==> config.mk <==
export PLATFORM = sky130hd
export DESIGN_NAME = param_seq_controller
export DESIGN_NICKNAME = d
export VERILOG_FILES = /design/src/rtl/param_seq_controller.sv
export SDC_FILE = /design/constraint.sdc
export NUM_CORES = 1
export LEC_CHECK = 0
export ABC_AREA = 1
export BUFFER_PORTS_ARGS = -buffer_cell sky130_fd_sc_hd__clkbuf_2
export CAP_MARGIN = 20
export CORE_MARGIN = 5
export CORE_UTILIZATION = 42
export CTS_CLUSTER_SIZE = 25
export DETAILED_ROUTE_END_ITERATION = 7
export HOLD_SLACK_MARGIN = 0.05
export PLACE_DENSITY = 0.75
export SYNTH_ARGS = -nofsm -noshare
export SYNTH_HDL_FRONTEND = slang
export SYNTH_SLANG_ARGS = --single-unit
export TNS_END_PERCENT = 30
==> constraint.sdc <==
create_clock -name clk -period 1.1 [get_ports clk]
set_input_delay 0 -clock clk [delete_from_list [all_inputs] [get_ports clk]]
set_output_delay 0 -clock clk [all_outputs]
set_load 0.005 [all_outputs]
==> src/rtl/param_seq_controller.sv <==
// Variable-length T-state control sequencer for the accumulator CPU: a shared
// three-state fetch followed by one to three opcode-selected execute states.
module param_seq_controller #(
    parameter int OP_W     = 4,
    parameter int CNT_W    = 8,
    parameter int MEM_WAIT = 1
) (
    input  logic             clk,
    input  logic             reset,
    input  logic             run,
    input  logic             mem_ready,
    input  logic [OP_W-1:0]  opcode,
    output logic             pc_out,
    output logic             mar_load_pc,
    output logic             pc_inc,
    output logic             mem_rd,
    output logic             ir_load,
    output logic             mar_load_ir,
    output logic             a_load_mem,
    output logic             a_load_alu,
    output logic             a_load_b,
    output logic             tmp_load_a,
    output logic             b_load_tmp,
    output logic             alu_en,
    output logic [1:0]       alu_op,
    output logic             out_load,
    output logic [5:0]       t_state,
    output logic             halted,
    output logic [CNT_W-1:0] instr_count
);

    typedef enum logic [2:0] {S_T1, S_T2, S_T3, S_E1, S_E2, S_E3, S_HALT} state_t;

    localparam logic [OP_W-1:0] OP_ADD  = OP_W'(4'b0001);
    localparam logic [OP_W-1:0] OP_SUB  = OP_W'(4'b0010);
    localparam logic [OP_W-1:0] OP_XCHG = OP_W'(4'b0011);
    localparam logic [OP_W-1:0] OP_MOV  = OP_W'(4'b0111);
    localparam logic [OP_W-1:0] OP_AND  = OP_W'(4'b1000);
    localparam logic [OP_W-1:0] OP_HLT  = OP_W'(4'b1110);
    localparam logic [OP_W-1:0] OP_OUT  = OP_W'(4'b1111);

    state_t             state_q, state_d;
    logic [CNT_W-1:0]   instr_count_q, instr_count_d;
    logic               count_inc;
    logic               stall;
    logic [1:0]         alu_sel;

    // mem_ready is a one-way ready: a read state holds with mem_rd asserted
    // until the RAM raises mem_ready, and the read completes on that edge.
    assign stall = (MEM_WAIT != 0) && !mem_ready;

    always_comb begin
        alu_sel = 2'b00;
        case (opcode)
            OP_SUB:  alu_sel = 2'b01;
            OP_AND:  alu_sel = 2'b10;
            default: alu_sel = 2'b00;
        endcase
    end

    always_comb begin
        state_d     = state_q;
        count_inc   = 1'b0;
        pc_out      = 1'b0;
        mar_load_pc = 1'b0;
        pc_inc      = 1'b0;
        mem_rd      = 1'b0;
        ir_load     = 1'b0;
        mar_load_ir = 1'b0;
        a_load_mem  = 1'b0;
        a_load_alu  = 1'b0;
        a_load_b    = 1'b0;
        tmp_load_a  = 1'b0;
        b_load_tmp  = 1'b0;
        alu_en      = 1'b0;
        alu_op      = 2'b00;
        out_load    = 1'b0;
        case (state_q)
            S_T1: begin
                if (run) begin
                    pc_out      = 1'b1;
                    mar_load_pc = 1'b1;
                    state_d     = S_T2;
                end
            end
            S_T2: begin
                pc_inc  = 1'b1;
                state_d = S_T3;
            end
            S_T3: begin
                mem_rd  = 1'b1;
                ir_load = 1'b1;
                if (!stall) state_d = S_E1;
            end
            S_E1: begin
                case (opcode)
                    OP_MOV: begin
                        mar_load_ir = 1'b1;
                        state_d     = S_E2;
                    end
                    OP_XCHG: begin
                        tmp_load_a = 1'b1;
                        state_d    = S_E2;
                    end
                    OP_ADD, OP_SUB, OP_AND: begin
                        alu_en  = 1'b1;
                        alu_op  = alu_sel;
                        state_d = S_E2;
                    end
                    OP_OUT: begin
                        out_load  = 1'b1;
                        count_inc = 1'b1;
                        state_d   = S_T1;
                    end
                    OP_HLT: begin
                        count_inc = 1'b1;
                        state_d   = S_HALT;
                    end
                    default: begin
                        count_inc = 1'b1;
                        state_d   = S_T1;
                    end
                endcase
            end
            S_E2: begin
                case (opcode)
                    OP_MOV: begin
                        mem_rd     = 1'b1;
                        a_load_mem = 1'b1;
                        if (!stall) begin
                            count_inc = 1'b1;
                            state_d   = S_T1;
                        end
                    end
                    OP_XCHG: begin
                        a_load_b = 1'b1;
                        state_d  = S_E3;
                    end
                    OP_ADD, OP_SUB, OP_AND: begin
                        alu_en     = 1'b1;
                        alu_op     = alu_sel;
                        a_load_alu = 1'b1;
                        count_inc  = 1'b1;
                        state_d    = S_T1;
                    end
                    default: begin
                        count_inc = 1'b1;
                        state_d   = S_T1;
                    end
                endcase
            end
            S_E3: begin
                b_load_tmp = 1'b1;
                count_inc  = 1'b1;
                state_d    = S_T1;
            end
            S_HALT: state_d = S_HALT;
            default: state_d = S_T1;
        endcase
    end

    assign instr_count_d = count_inc ? instr_count_q + CNT_W'(1) : instr_count_q;

    always_ff @(posedge clk or negedge reset) begin
        if (!reset) begin
            state_q       <= S_T1;
            instr_count_q <= '0;
        end else begin
            state_q       <= state_d;
            instr_count_q <= instr_count_d;
        end
    end

    always_comb begin
        t_state = 6'b000000;
        case (state_q)
            S_T1:    t_state = 6'b000001;
            S_T2:    t_state = 6'b000010;
            S_T3:    t_state = 6'b000100;
            S_E1:    t_state = 6'b001000;
            S_E2:    t_state = 6'b010000;
            S_E3:    t_state = 6'b100000;
            default: t_state = 6'b000000;
        endcase
    end

    assign halted      = (state_q == S_HALT);
    assign instr_count = instr_count_q;

endmodule

# After elaboration in Yosys (flattened, before gate mapping)
# Cells that the tools add are included.
# op_classes
addsub	1
eq_ne	16
n_mux	31
reduce_logical	5
# ops
op	n
6-bit one-hot mux with 6 select lines	1
1-bit 2-to-1 mux	18
3-bit one-hot mux with 6 select lines	1
4-bit == test, second input constant	3
3-bit one-hot mux with 2 select lines	2
3-bit == test, second input constant	3
3-bit 2-to-1 mux	3
8-bit by 1-bit adder with 8-bit output, second input constant	1
4-bit by 2-bit == test with 1-bit output, second input constant	2
3-bit by 2-bit == test with 1-bit output, second input constant	2
5-bit OR reduction	1
4-bit by 1-bit == test with 1-bit output, second input constant	1
4-bit by 3-bit == test with 1-bit output, second input constant	1
2-bit 2-to-1 mux	2
2-bit != test, second input constant	2
1-bit one-hot mux with 2 select lines	2
2-bit one-hot mux with 2 select lines	1
3-bit by 1-bit == test with 1-bit output, second input constant	1
3-bit zero test	1
3-bit != test, second input constant	1
1-bit one-hot mux with 3 select lines	1
3-bit AND reduction	1
3-bit OR reduction	1
2-bit OR reduction	1
# word_totals
regBits	11
in_bits	8
output_inout_bits	30
word_cells	55

# Depth between registers and ports, before layout
# depth
word_depth	4
mapped_depth	7
depth_no_buf	7

# Worst setup path after synthesis
# Ideal clock, no wire load.
# synth_path
path_type	flip-flop to flip-flop
startpoint	register state_q[0]
endpoint	register instr_count_q[3], in the netlist instr_count[3]
setup_time_ns	0.066
arrival_time_ns	1.143
t_required_ns	1.034
setup_slack_ns	-0.108
path_stages_with_launch	8
path_buffers	0
synth_period_minus_slack_ns	1.208
path_cell_list	dfrtp_1 -> inv_2 -> nand2_4 -> nor2_2 -> a21oi_4 -> nand2_4 -> nand2_1 -> nand2_1
# synth_via
elab_chain_len	2
word_cells_on_any_way	4
classes_between	eq/ne (3); mux (1)
# synth_lines
item	line	text
from (decl)	42	state_t state_q, state_d;
from (signal assigned)	169	state_q <= state_d;
3-bit == test / 3-bit by 2-bit == test with 1-bit output (equally long branches)	78	case (state_q)
1-bit one-hot mux with 3 select lines *	78	
to (signal assigned)	170	instr_count_q <= instr_count_d;
to (decl)	43	logic [CNT_W-1:0] instr_count_q, instr_count_d;
# Mark *: on every way between the ends. The rest lies on a longest branch, timed or not.
# A chain may end at the register's enable or synchronous reset.

# Final worst setup path
# layout_path
startpoint	register state_q[2]
endpoint	register instr_count_q[0], in the netlist instr_count[0]
# Same word-level chain as after synthesis.

==> results.md <==
* Storage cell area at 278 um2
* CTS max path bufs at 2
* Worst Max-Slew Pin Slew at 0.286 ns
* DR pass1 iterations at 4
* DP HPWL at 1990 um
* Setup ws final at -0.297 ns
* Number of max-cap violations at 0
* # DRC at 0
* NumNets Final at 211
* First-pass GRT wire length at 4540 um
* GR Util met3 at 6.03%
* Worst path arrival time at 1.56 ns
* Wire length per cell at 14.3 um
* Gr ovfl total at 0
* Max-slew violations at 0
* P_int at 1.72 mW
* RR Endpoint: instr_count[0]$_DFFE_PN0P_
* RSZ-0062 raised after global routing: true
* Aggregate global-route resource usage at 18.2%
* Global routing met2 resource utilization at 34.1%
* Row count at 16
* Area grow syn2layout at 72.1%
* Vias in the first global route at 1049
* Antenna Cells at 0
* Run status: finished with violations
* YS warnings at 0
* CP Launch Point: state_q[2]$_DFFE_PN0P_
* CTS clk-pin slew, worst paths at 0.07 ns
* WP data required at 1.26 ns
* Busiest grt layer: met2
* CTS tree: done
* Core ar. at 1980 um2
* Fin cells at 228
* Comb pwr share at 68.5%
* Clock share of power at 9.2%
* Worst Setup End Kind: flop
* Cells after DPL at 210
* Starting Density at 44.5%
* Vias per inst at 5.09
* Setup crit start kind: flop
* Die Y at 55.8 um
* Worst r2r path cells at 7
* Mapped Avg Cell Area at 6.73 um2
* Placer congestion estimate at 0.804
* TritonCTS Sinks at 11
* # setup viols final at 32
* Root Buffer: clkbuf_4
* FMAX at 716 MHz
* Mapped Cells at 131
* PD cells at 2030 nW/um2
* WL final at 3250 um
* Sequential share of the synthesized area at 31.2%
* Failing checks: setup timing
* Clock Latency Late Sink at 0.27 ns
* Clk_skew at 0.00349 ns
* Register bit count reported by yosys at 11
* Tmin final at 1.40 ns
* Pre-CTS WS at -0.171 ns
* Number of routed nets with antenna violations at 0
* Switching fraction of total power at 44.0%
* Antenna violations before repair at 0
* Leakage at 0.850 nW
* PortBufs at 37
* M1 GR Usage at 19.4%
* Worst r2r src: state_q[2]$_DFFE_PN0P_
* IO Count at 38
* Largest net degree at the start of global routing at 12
* Vias at 1160
* Dominant cells by area after synthesis: dfrtp_1 (31%), nand2_1 (15%), nand3_1 (9.1%)
* Max IR drop VDD at 1.60 mV
* Fraction of layout cells with a size suffix above 1 at 51.2%
* Die footprint at 3120 um2
* Final worst-path cycle share at 127%
* P_sw at 1.35 mW
* Rel. slew slack at 80.9%
* Final hold violations at 0
* R2R setup slack at -0.30 ns
* Mapped cell area at 882 um2
* Setup Crit Path Kind: reg -> reg
* Sequential fraction of design power at 22.4%
* Worst min path class: in -> reg
* Initial drt markers at 29
* Syn_nets at 140
* Fill cells at 132
* CP max FO at 8
* Multi-input gate area at 619 um2
* H-tree depth at 1
* Die Width at 55.8 um
* Area leader, netlist: dfrtp_1
* Worst Setup EP: instr_count[0]$_DFFE_PN0P_
* Distinct cells, synth at 23
* Synth top area share at 31.2%
* TritonCTS Buffers at 3
[layout make-up]
class | instances | share of cell area (%)
Inverter | 20 | 4.95
Clock buffer | 4 | 1.73
Sequential cell | 11 | 18.3
Multi-Input combinational cell | 97 | 40.8
Timing Repair Buffer | 69 | 32.0
Tap cell | 27 | 2.23
[cell usage in the layout (no fill, tap or decap), drive strengths merged, types with 2 or more instances in the layout]
cell type / count
inv: 20
o21ai: 2
xor2: 3
buf: 36
xnor2: 2
nand2: 37
dfrtp: 11
nor3: 5
clkbuf: 36
nand4: 5
nand3: 16
nor2: 22
[timing repair]
action | in CTS | in global routing
buffers inserted | 11 | 1
endpoints found under the hold margin | 11 | 0
hold buffers | 1 | 0
pin swaps | 10 | 6
resized for setup | 19 | 20
cloned | 0 | 1
setup endpoints to repair | 32 | 32
[worst min path at each step]
stage                                 endpoint  slack [ns]       from  depth (start not counted)
finish                  state_q[2]$_DFFE_PN0P_        0.09  mem_ready                          4
detailed placement  instr_count[6]$_DFFE_PN0P_       -0.11      reset                          1
global route            state_q[2]$_DFFE_PN0P_        0.13  mem_ready                          4
CTS                     state_q[2]$_DFFE_PN0P_        0.05  mem_ready                          4
floorplan           instr_count[0]$_DFFE_PN0P_       -0.30      reset                          0
global placement    instr_count[5]$_DFFE_PN0P_       -0.11      reset                          1
[power groups by stage]
stage	registers (mW)	logic, mW	clock network, mW
after floorplan	0.680	0.799	0
after global placement	0.677	1.45	0
after global routing	0.701	2.27	0.305
after CTS	0.678	1.90	0.289
final	0.688	2.11	0.282
after detailed placement	0.683	1.48	0
[per-layer routing]
layer / share of wire, % / wire length (um) / vias up
met5: 0 / 0 / -
met4: 1.4 / 44 / 0
met3: 5.7 / 185 / 8
met2: 55 / 1770 / 41
met1: 38 / 1250 / 556
li1: - / - / 555
[state kept, by name (all words and copies together), names as in the netlist]
register	count
instr_count	8
state_q	3
[cell families (layout without fill, tap and decap cells)]
| group | after synthesis | in the layout | share of synthesized area, % |
|---|---|---|---|
| AOI/OAI and AO/OA | 4 | 4 | 3.69 |
| adders and majority gates | 1 | 1 | 1.42 |
| buffers and inverters | 24 | 93 | 12.3 |
| and+or+nand+nor | 86 | 87 | 46.4 |
| DFF | 11 | 11 | 31.2 |
| xor gates and xnor gates | 5 | 5 | 4.97 |
[critical path, stage by stage, from the launching register on]
cell and delay [ns]:
dfrtp_2 0.49, nand2_4 0.11, nor2_4 0.04, buf_4 0.14, a21oi_4 0.22, nand2_4 0.13
nand2_2 0.09, nand2_1 0.06
[synth_stat cells]
cell,instances
dfrtp_1,11
xor2_1,3
nor4_1,1
a21oi_4,1
nor2_4,1
nor2_2,1
nand2_1,35
nor3_1,4
inv_1,18
buf_6,1
nand3_1,16
buf_4,3
inv_2,2
xnor2_1,2
nor2_1,20
nor3_2,1
nand4_4,1
o21ai_0,2
o22ai_1,1
ha_1,1
or2_1,1
nand4_1,3
nand2_4,2
[per-stage QoR]
stage | area (um2) | utilization, % | TNS [ns] | total power [mW] | hold WS (ns)
global route | 1520 | 76.6 | -8.87 | 3.27 | 0.131
detailed placement | 1220 | 61.7 | -1.87 | 2.16 | -0.108
global placement | 1220 | 61.7 | -1.21 | 2.12 | -0.109
floorplan | 895 | - | -0.609 | 1.48 | -0.296
CTS | 1420 | 71.6 | -6.57 | 2.87 | 0.0527
finish | 1520 | 76.6 | -7.25 | 3.08 | 0.0919
(Power assumes the default switching activity.)
